File: config.mk
export PLATFORM = sky130hd
export DESIGN_NAME = serv_mem_arbiter
export DESIGN_NICKNAME = d
export VERILOG_FILES = /design/src/rtl/serv_mem_arbiter_pkg.sv /design/src/rtl/serv_arb_timeout.sv /design/src/rtl/serv_mem_arbiter.sv
export SDC_FILE = /design/constraint.sdc
export NUM_CORES = 1
export LEC_CHECK = 0
export CAP_MARGIN = 20
export CORE_MARGIN = 5
export CORE_UTILIZATION = 54
export DETAILED_ROUTE_END_ITERATION = 8
export DONT_BUFFER_PORTS = 1
export PLACE_DENSITY = 0.69
export SYNTH_ARGS = -nofsm -noshare
export SYNTH_HDL_FRONTEND = slang
export SYNTH_HIERARCHICAL = 1
export SYNTH_SLANG_ARGS = --single-unit
File: constraint.sdc
create_clock -name clk -period 3.3 [get_ports clk]
set_input_delay 0 -clock clk [delete_from_list [all_inputs] [get_ports clk]]
set_output_delay 0 -clock clk [all_outputs]
set_load 0.02 [all_outputs]
File: src/rtl/serv_mem_arbiter_pkg.sv
// rtl/serv_mem_arbiter_pkg.sv - shared types and constants for the SERV ibus/dbus memory arbiter
package serv_mem_arbiter_pkg;

    typedef enum logic [1:0] {
        IDLE = 2'd0,
        IBUS = 2'd1,
        DBUS = 2'd2,
        HOLD = 2'd3
    } state_t;

    typedef enum logic {
        M_IBUS = 1'b0,
        M_DBUS = 1'b1
    } master_t;

    localparam logic [31:0] ERR_RDATA = 32'hFFFF_FFFF;

endpackage

File: src/rtl/serv_arb_timeout.sv
// rtl/serv_arb_timeout.sv - clear/enable/saturate bus timeout counter
// Expires in the cycle whose increment would bring the count to all-ones.
module serv_arb_timeout #(
    parameter int W = 8
) (
    input  logic clk,
    input  logic i_rst_n,
    input  logic i_clr,
    input  logic i_en,
    output logic o_expired
);

    localparam logic [W-1:0] CNT_MAX  = '1;
    localparam logic [W-1:0] CNT_LAST = CNT_MAX - 1'b1;

    logic [W-1:0] r_cnt;

    always_ff @(posedge clk or negedge i_rst_n) begin
        if (!i_rst_n) begin
            r_cnt <= '0;
        end else if (i_clr) begin
            r_cnt <= '0;
        end else if (i_en && (r_cnt != CNT_MAX)) begin
            r_cnt <= r_cnt + 1'b1;
        end
    end

    assign o_expired = i_en && (r_cnt == CNT_LAST);

endmodule

File: src/rtl/serv_mem_arbiter.sv
// rtl/serv_mem_arbiter.sv - registered two-master Wishbone arbiter sharing one memory port
// between the SERV ibus and dbus, with alternating priority, a release cycle and bus timeout.
module serv_mem_arbiter
    import serv_mem_arbiter_pkg::*;
#(
    parameter int TMO_W      = 8,
    parameter bit DBUS_FIRST = 1'b1
) (
    input  logic        clk,
    input  logic        i_rst_n,
    input  logic [31:0] i_ibus_adr,
    input  logic        i_ibus_cyc,
    output logic [31:0] o_ibus_rdt,
    output logic        o_ibus_ack,
    input  logic [31:0] i_dbus_adr,
    input  logic [31:0] i_dbus_dat,
    input  logic [3:0]  i_dbus_sel,
    input  logic        i_dbus_we,
    input  logic        i_dbus_cyc,
    output logic [31:0] o_dbus_rdt,
    output logic        o_dbus_ack,
    output logic [31:0] o_mem_adr,
    output logic [31:0] o_mem_dat,
    output logic [3:0]  o_mem_sel,
    output logic        o_mem_we,
    output logic        o_mem_cyc,
    input  logic [31:0] i_mem_rdt,
    input  logic        i_mem_ack,
    output logic        o_err
);

    localparam master_t LAST_RST = DBUS_FIRST ? M_IBUS : M_DBUS;

    state_t      r_state;
    state_t      w_next;
    master_t     r_last;
    logic        w_grant_i;
    logic        w_grant_d;
    logic        w_busy;
    logic        w_done;
    logic        w_tmo_exp;
    logic [31:0] w_rdata;

    always_ff @(posedge clk or negedge i_rst_n) begin
        if (!i_rst_n) begin
            r_state <= IDLE;
        end else begin
            r_state <= w_next;
        end
    end

    always_comb begin
        w_next = r_state;
        case (r_state)
            IDLE: begin
                if (w_grant_d) begin
                    w_next = DBUS;
                end else if (w_grant_i) begin
                    w_next = IBUS;
                end
            end
            IBUS, DBUS: begin
                if (w_done) begin
                    w_next = HOLD;
                end
            end
            HOLD:    w_next = IDLE;
            default: w_next = IDLE;
        endcase
    end

    // Contention goes to whichever master was not served last.
    always_comb begin
        w_grant_i = 1'b0;
        w_grant_d = 1'b0;
        if (r_state == IDLE) begin
            if (i_dbus_cyc && (!i_ibus_cyc || (r_last == M_IBUS))) begin
                w_grant_d = 1'b1;
            end else if (i_ibus_cyc) begin
                w_grant_i = 1'b1;
            end
        end
        w_busy  = (r_state == IBUS) || (r_state == DBUS);
        w_done  = w_busy && (i_mem_ack || w_tmo_exp);
        w_rdata = i_mem_ack ? i_mem_rdt : ERR_RDATA;
    end

    always_ff @(posedge clk or negedge i_rst_n) begin
        if (!i_rst_n) begin
            r_last     <= LAST_RST;
            o_mem_adr  <= '0;
            o_mem_dat  <= '0;
            o_mem_sel  <= '0;
            o_mem_we   <= 1'b0;
            o_mem_cyc  <= 1'b0;
            o_ibus_rdt <= '0;
            o_ibus_ack <= 1'b0;
            o_dbus_rdt <= '0;
            o_dbus_ack <= 1'b0;
            o_err      <= 1'b0;
        end else begin
            o_ibus_ack <= 1'b0;
            o_dbus_ack <= 1'b0;
            o_err      <= 1'b0;
            if (w_grant_d) begin
                r_last    <= M_DBUS;
                o_mem_adr <= i_dbus_adr;
                o_mem_dat <= i_dbus_dat;
                o_mem_sel <= i_dbus_sel;
                o_mem_we  <= i_dbus_we;
                o_mem_cyc <= 1'b1;
            end else if (w_grant_i) begin
                r_last    <= M_IBUS;
                o_mem_adr <= i_ibus_adr;
                o_mem_dat <= '0;
                o_mem_sel <= 4'hF;
                o_mem_we  <= 1'b0;
                o_mem_cyc <= 1'b1;
            end
            if (w_done) begin
                o_mem_cyc <= 1'b0;
                o_err     <= !i_mem_ack;
                if (r_state == IBUS) begin
                    o_ibus_ack <= 1'b1;
                    o_ibus_rdt <= w_rdata;
                end else begin
                    o_dbus_ack <= 1'b1;
                    o_dbus_rdt <= w_rdata;
                end
            end
        end
    end

    generate
        if (TMO_W > 0) begin : g_tmo
            serv_arb_timeout #(
                .W(TMO_W)
            ) u_tmo (
                .clk      (clk),
                .i_rst_n  (i_rst_n),
                .i_clr    (w_grant_i || w_grant_d),
                .i_en     (w_busy && !i_mem_ack),
                .o_expired(w_tmo_exp)
            );
        end else begin : g_no_tmo
            assign w_tmo_exp = 1'b0;
        end
    endgenerate

endmodule

==> impl_results.md, run 1 <==
* IO Port Bufs at 0
* Synth Area in Compound Gates at 18.84%
* Cell Area, Synth at 6441 sq um
* First Err: [ERROR RSZ-0060] Max buffer count reached.
* Post-synth top cells: dfrtp_1, o21ai_0, mux2_2
* CTS Sinks at 148
* I/O pins at 275
* Largest family of logic cells by synthesized area: compound AO/OA/AOI/OAI gates
* GPL Wtd Cong at 0.7628
* Largest cells by area after synthesis: dfrtp_1, mux2_2, a22o_1
* Status: aborted with a tool error
* Num CTS Buffers at 17
* Die Span X at 119.2 um
* Syn Area/Cell at 11.99 sq um
* Count leader, synth: dfrtp_1
* # rows at 39
* Seq/Total Area, Yosys at 57.50%
* Initial core utilization at 55.70%
* Biggest area consumer among synthesized cells: dfrtp_1
* Ys Warns at 6
* CTS Hold Bufs at 135
* Most common flop cell mapped by yosys: dfrtp_1
* Share of the synthesized area in the top cell type at 57.50%
* Stop stage: clock tree synthesis (4_1_cts)
* Mux cell area share after synthesis at 10.64%
* XOR/XNOR share of the synthesized area at 0%
* FFs w/ async S/R, synth at 100.0%
* Post-DP HPWL at 11080 um
* Resized Gates After CTS at 0
* Post-Syn Instances at 537
* Count of cell types in the netlist at 43
* H-tree depth at 4
* Post-CTS Repair Setup Buffers at 0
* Syn nets at 679
* Root buf cell: clkbuf_16
* Chip height at 119.2 um
* Simple-gate share of the synthesized area at 8.236%
* Post-synth EDFFs at 0
* #FFs+latches synth at 148
* CTS max path bufs at 2
* Synth Area in Adders at 0.7770%
cell families after synthesis:
kind of cell               after synthesis
AOI/OAI and AO/OA                      168
adders and majority gates                4
buffers and inverters                   58
DFF                                    148
muxes                                   58
and+or+nand+nor                        101
through the flow:
stage / area, sq um / std cells / hold slack (ps) / setup slack (ps)
after global placement: 6462 / 641 / -291.8 / 742.3
after detailed placement: 6462 / 641 / -291.5 / 650.5
after floorplan: 6441 / 537 / -295.6 / 928.8
==> run 2, diff against run 1 <==
CORE_UTILIZATION = 39   (was 54)
PLACE_DENSITY = unset   (was 0.69)
PLACE_DENSITY_LB_ADDON = 0.15   (was unset)
==> impl_results.md, run 2 <==
* Leakage at 3.434 nW
* Clock slew at reported path FFs at 60 ps
* Area of the die at 19190 sq um
* GRT Util Overall at 19.37%
* Clk_skew at 10.71 ps
* Most frequent CP cell: dlygate4sd3_1
* Initial drt markers at 199
* Vias in the first global route at 5189
* TNS Setup at 0 ps
* Startpoint class of the critical path: flop
* Num CTS Buffers at 17 (unchanged)
* Largest cells by area after synthesis: dfrtp_1, mux2_2, a22o_1
* Post-CTS Repair Setup Buffers at 0 (unchanged)
* Final Hold Fails at 148
* CP max stage cell: dlygate4sd3_1
* I/O pins at 275 (unchanged)
* Min Hold Slack at -715.4 ps
* Post-synth EDFFs at 0 (unchanged)
* CTS tree: built
* Unrepaired setup endpoints after global routing: false
* Tmin final at 2807 ps
* Post-route ant nets at 0
* Post-Syn Instances at 537 (unchanged)
* R2R Path Start: r_state[0]
* Die Span X at 138.5 um (+16%)
* Final core utilization at 52.50%
* Worst-Skew Late Latency at 410 ps
* Cell-by-cell trace of the critical path: inv_1 -> ha_1 -> buf_4 -> o2111ai_1 -> dlygate4sd3_1 -> a31oi_1 -> dlygate4sd3_1
* CTS Sinks at 148 (unchanged)
* Commonest non-fill, non-tap cell in the layout: dfrtp_1
* Worst EP required at 3650 ps
* Post-synth top cells: dfrtp_1, o21ai_0, mux2_2
* Failing checks: negative hold slack
* Global-route wire length before repair at 29920 um
* Commonest non-fill, non-tap cells in the layout: dfrtp_1, dlygate4sd3_1, o21ai_0
* Placed Cells incl. Taps at 719 (+12%)
* Chip height at 138.5 um (+16%)
* Biggest area consumer among synthesized cells: dfrtp_1
* Post-DP HPWL at 11390 um (+2.8%)
* CTS max path bufs at 2 (unchanged)
* #FFs+latches synth at 148 (unchanged)
* CP max FO at 32
* Cell Area, Synth at 6441 sq um (unchanged)
* Core region area at 16410 sq um
* IO Port Bufs at 0 (unchanged)
* Worst Tran Pin Value at 658.9 ps
* Ys Warns at 6 (unchanged)
* FFs w/ async S/R, synth at 100.0% (unchanged)
* Syn Area/Cell at 11.99 sq um (unchanged)
* # diodes at 0
* Drt pass-1 iters at 5
* Max transition margin at 56.03%
* Crit Path Class: reg -> reg
* Max-slew violations at 0
* Grt total ovfl at 0
* Worst r2r path cells at 7
* Crit end category: flop
* P&R area growth vs syn at 33.72%
* Vias at 4942
* Count of cell types in the netlist at 43 (unchanged)
* Most common flop cell mapped by yosys: dfrtp_1
* Initial antenna violation count at 0
* Routed wire per std cell at 20.57 um
* Power per cell area at 998.5 nW/um^2
* Vias per cell at 5.528
* Syn nets at 679 (unchanged)
* Share of cells above drive strength 1 at 14.54%
* CTS Hold Bufs at 140 (+3.7%)
* VDD IR-drop max at 0.4186 mV
* Fmax at 0.3562 GHz
* Largest net degree at the start of global routing at 149
* Final #Nets at 803
* Reg-to-reg slack, setup at 490 ps
* Critical Path AT at 3150 ps
* H-tree depth at 4 (unchanged)
* Final Setup Violations at 0
* DRC Markers at 0
* Share of the synthesized area in the top cell type at 57.50% (unchanged)
* Initial core utilization at 39.26% (-16 points)
* CP peak stage delay at 630 ps
* Fin cells at 894
* Final period util at 85.07%
* Root buf cell: clkbuf_16
* Hold crit path type: in -> async
* DRT Wirelength at 18390 um
* GPL Wtd Cong at 0.7975 (+4.5%)
* # rows at 47 (+21%)
* Count leader, synth: dfrtp_1
* Seq/Total Area, Yosys at 57.50% (unchanged)
* Status: finished with violations
* Resized Gates After CTS at 0 (unchanged)
* Max Cap Viol at 0
* R2r endpoint: o_mem_adr[8]
-- run 2: cell counts after synthesis --
No cell type changed its count.
-- run 2: area by class of cell --
cell class | instances | area [sq um]
clock buffer | 21 | 450.4
clock inverter | 11 | 102.6
fill | 1397 | 7794
inverter | 12 | 45.04
multi-input combinational | 331 | 2482
sequential | 148 | 3704
tap | 220 | 275.3
timing repair buffer | 151 | 1554
-- run 2: logic make-up after synthesis --
logic type               after synthesis  share of synthesized area, %
AND/OR/NAND/NOR                      101                         8.236
flip-flops                           148                         57.50
AO/OA/AOI/OAI                        168                         18.84
buffers and inverters                 58                         4.001
multiplexers                          58                         10.64
adder cells (fa/ha/maj)                4                        0.7770
-- run 2: per-stage QoR --
stage / instance area (sq um) / setup slack, ps / total power [W] / hold slack (ps)
floorplan: 6441 / 928.8 / 0.005728 / -295.6
global placement: 6579 / 703.2 / 0.006212 / -291.1
detailed placement: 6579 / 654.9 / 0.006292 / -291.6
CTS: 8543 / 579.0 / 0.008603 / -741.2
global route: 8613 / 341.3 / 0.009117 / -755.8
finish: 8613 / 492.7 / 0.008600 / -715.4
-- run 2: worst max-delay path by stage --
stage,start,end,slack (ps),cells after the start
floorplan,r_state[0],o_dbus_rdt[14],930,9
global placement,r_state[0],o_ibus_rdt[9],700,9
detailed placement,r_state[1],o_dbus_rdt[3],650,9
CTS,r_last,o_mem_adr[8],580,5
global route,r_state[1],o_mem_adr[8],340,7
finish,r_state[0],o_mem_adr[8],490,7
-- run 2: worst max-delay path, delay by kind of cell, from the launching register on --
family | cells | cell delay [ps]
flops | 1 | 380
fa+ha+maj | 1 | 290
compound gates | 2 | 390
buf+inv | 4 | 1680
-- run 2: report_power, final --
group          internal (W)  switching (W)  total [W]
logic               0.00137        0.00118    0.00256
registers           0.00263        0.00162    0.00425
clock network       0.00106       0.000733    0.00179
total               0.00506        0.00354    0.00860
-- run 2: per-layer routing --
metal / track usage (%) / vias up / wire, um
met5: 0 / - / 0
met4: 6.292 / 0 / 305
met3: 7.010 / 26 / 1576
met2: 32.12 / 233 / 9295
met1: 23.65 / 2448 / 7214
li1: - / 2235 / -
No activity file was read; power rests on OpenSTA's default activity.
==> run 3, diff against run 2 <==
ABC_AREA = 1   (was unset)
==> impl_results.md, run 3 <==
* CTS Hold Bufs at 160 (+14%)
* Vias at 5644 (+14%)
* VDD IR-drop max at 0.4523 mV (+8.1%)
* Largest family of logic cells by synthesized area: simple AND/OR/NAND/NOR gates
* GRT Util Overall at 18.60% (-0.77 points)
* Tmin final at 2716 ps (-90.91 ps)
* Most Crowded Layer GR: met2
* Global-route wire length before repair at 29810 um (-0.35%)
* Share of cells above drive strength 1 at 7.450% (-7.1 points)
* Worst Path Buf+Inv at 3 (-1)
* CTS Sinks at 148 (unchanged)
* Crit end category: flop
* Max transition margin at 47.58% (-8.4 points)
* Share of the synthesized area in the top cell type at 55.85% (-1.6 points)
* Mux cell area share after synthesis at 0% (-11 points)
* # rows at 47 (unchanged)
* Commonest non-fill, non-tap cells in the layout: nand2_1, dlygate4sd3_1, dfrtp_1
* CP max FO at 34 (+6.3%)
* Simple-gate share of the synthesized area at 26.91% (+19 points)
* Count leader, synth: nand2_1
* GR Layer Usage met2 at 30.29% (-1.8 points)
* Synth Area in Compound Gates at 6.472% (-12 points)
* Vias in the first global route at 5834 (+12%)
* Reg-to-reg slack, setup at 580 ps (+90 ps)
* Startpoint class of the critical path: flop
* XOR/XNOR share of the synthesized area at 0.3962% (+0.40 points)
* DRT Wirelength at 18450 um (+0.29%)
* Hold crit path type: in -> async
* Power share of the clock group at 21.7% (+0.9 points)
* CTS tree: built
* Synth Area in Adders at 0.7547% (-0.022 points)
* GPL Wtd Cong at 0.7979 (about the same)
* Post-Syn Instances at 796 (+48%)
* Post-synth EDFFs at 0 (unchanged)
* Syn nets at 938 (+38%)
* Grt met1 use at 22.24% (-1.4 points)
* #FFs+latches synth at 148 (unchanged)
* Chip height at 140.4 um (+1.4%)
* Status: finished with violations
* Grt total ovfl at 0 (unchanged)
* FFs w/ async S/R, synth at 100.0% (unchanged)
* Largest cells by area after synthesis: dfrtp_1, nand2_1, nand3_1
* Drt pass-1 iters at 5 (unchanged)
* Routed wire per std cell at 15.72 um (-24%)
* Leakage at 4.424 nW (+29%)
* Most frequent CP cell: nand2_1
* Min Hold Slack at -721.2 ps (-5.832 ps)
* Power per cell area at 974.7 nW/um^2 (-2.4%)
* Worst-Skew Late Latency at 420 ps (about the same)
* Fmax at 0.3681 GHz (+3.3%)
* Failing checks: negative hold slack
* Initial antenna violation count at 0 (unchanged)
* Gate power share at 27.1% (-2.7 points)
* Post-CTS Repair Setup Buffers at 0 (unchanged)
* I/O pins at 275 (unchanged)
* Final Setup Violations at 0 (unchanged)
* Initial core utilization at 39.85% (+0.59 points)
* Die Span X at 140.4 um (+1.4%)
* Area of the die at 19710 sq um (+2.7%)
* H-tree depth at 4 (unchanged)
* TNS Setup at 0 ps (unchanged)
* CP max stage cell: dlygate4sd3_1
* Initial drt markers at 328 (+65%)
* DRC Markers at 0 (unchanged)
* Cell Area, Synth at 6631 sq um (+3.0%)
* Crit Path Class: reg -> reg
* Final period util at 82.31% (-2.8 points)
* CP peak stage delay at 550 ps (-80 ps)
* Seq pwr share at 51.3% (+1.9 points)
* Syn Area/Cell at 8.331 sq um (-31%)
* Final #Nets at 1082 (+35%)
* P&R area growth vs syn at 33.70% (about the same)
* Root buf cell: clkbuf_16
* Clk_skew at 15.30 ps (+4.586 ps)
* Final Hold Fails at 148 (unchanged)
* Seq/Total Area, Yosys at 55.85% (-1.6 points)
* CTS max path bufs at 2 (unchanged)
* Count of cell types in the netlist at 25 (-42%)
* Unrepaired setup endpoints after global routing: false
* # diodes at 0 (unchanged)
* Post-synth top cells: nand2_1, dfrtp_1, inv_1
* Num CTS Buffers at 17 (unchanged)
* GR Util met3 at 7.669% (+0.66 points)
* Vias per cell at 4.812 (-13%)
* Max Cap Viol at 0 (unchanged)
* IO Port Bufs at 0 (unchanged)
* Post-route ant nets at 0 (unchanged)
* Worst EP required at 3600 ps (-50 ps)
* Max-slew violations at 0 (unchanged)
* Post-DP HPWL at 11730 um (+3.1%)
* Switch share at 45.48% (+4.3 points)
* Largest net degree at the start of global routing at 149 (unchanged)
* Ys Warns at 6 (unchanged)
* Clock slew at reported path FFs at 60 ps (about the same)
* Delay-heaviest family, CP: buffers and inverters
* Internal cell power at 0.004712 W (-6.9%)
* Core region area at 16640 sq um (+1.4%)
* Resized Gates After CTS at 0 (unchanged)
* Net switching power at 0.003930 W (+11%)
* Cell-by-cell trace of the critical path: inv_1 -> ha_1 -> nand2_2 -> clkinv_2 -> nand2_4 -> nand2_1 -> nand3_1 -> dlygate4sd3_1 -> nand2_1
* Commonest non-fill, non-tap cell in the layout: nand2_1
* Biggest area consumer among synthesized cells: dfrtp_1
* Worst Tran Pin Value at 784.4 ps (+125.6 ps)
* Most common flop cell mapped by yosys: dfrtp_1
* Critical Path AT at 3020 ps (-130 ps)
==> run 3: cell count changes after synthesis, sizes merged, moves of 24 or more <==
cell     previous run  this run
mux2               57         0
o2111ai            32         0
nand2               9       309
inv                12        90
a22o               33         0
a31oi              33         0
nand2b             26         0
o21ai              47        71
nand3               3        71
clkbuf             35         9
==> run 3: path summary, 6_finish.rpt <==
check,cells past startpoint,startpoint,to
setup / recovery,9,r_state[0],o_mem_adr[17]
hold / removal,0,i_rst_n,o_mem_adr[7]
setup reg to reg,9,r_state[0],o_mem_adr[17]
hold reg to reg,2,r_state[1],r_state[1]
max in group asynchronous,0,i_rst_n,o_dbus_rdt[19]
min in group clk,3,i_mem_ack,o_dbus_rdt[1]
==> run 3: cell type report <==
class,count,area (sq um)
Inverter,93,351.6
Clock buffer,18,429.2
Clock inverter,14,147.6
Tap cell,220,275.3
Timing Repair Buffer,165,1659
Multi-Input combinational cell,515,2300
Sequential cell,148,3704
Fill cell,1497,7776
==> run 3: kinds of logic (layout without fill, tap and decap cells) <==
family | after synthesis | count (layout)
and+or+nand+nor | 435 | 435
xor gates and xnor gates | 3 | 3
DFF | 148 | 148
buffers and inverters | 133 | 290
AOI/OAI and AO/OA | 73 | 73
adders and majority gates | 4 | 4
==> run 3: power groups by stage <==
stage | sequential [W] | clock (W) | combinational, W
after floorplan | 0.00417 | 0 | 0.00180
after global placement | 0.00447 | 0 | 0.00191
after detailed placement | 0.00445 | 0 | 0.00202
after CTS | 0.00444 | 0.00193 | 0.00233
after global routing | 0.00454 | 0.00202 | 0.00272
final | 0.00443 | 0.00187 | 0.00234
==> run 3: per-layer routing <==
| layer | vias up | part of all wire [%] |
|---|---|---|
| met3 | 26 | 10 |
| met1 | 2658 | 40 |
| met5 | - | 0 |
| met4 | 0 | 2.3 |
| met2 | 236 | 48 |
| li1 | 2724 | - |
==> run 3: metrics by stage <==
step	instance area [sq um]	total power [W]	instances	setup WS [ps]	util, %
global route	8866	0.009280	1173	384.4	53.27
floorplan	6631	0.005967	796	1240	-
global placement	6660	0.006375	980	986.9	40.02
finish	8866	0.008642	1173	583.7	53.27
detailed placement	6660	0.006473	980	878.0	40.02
CTS	8838	0.008705	1172	615.3	53.11
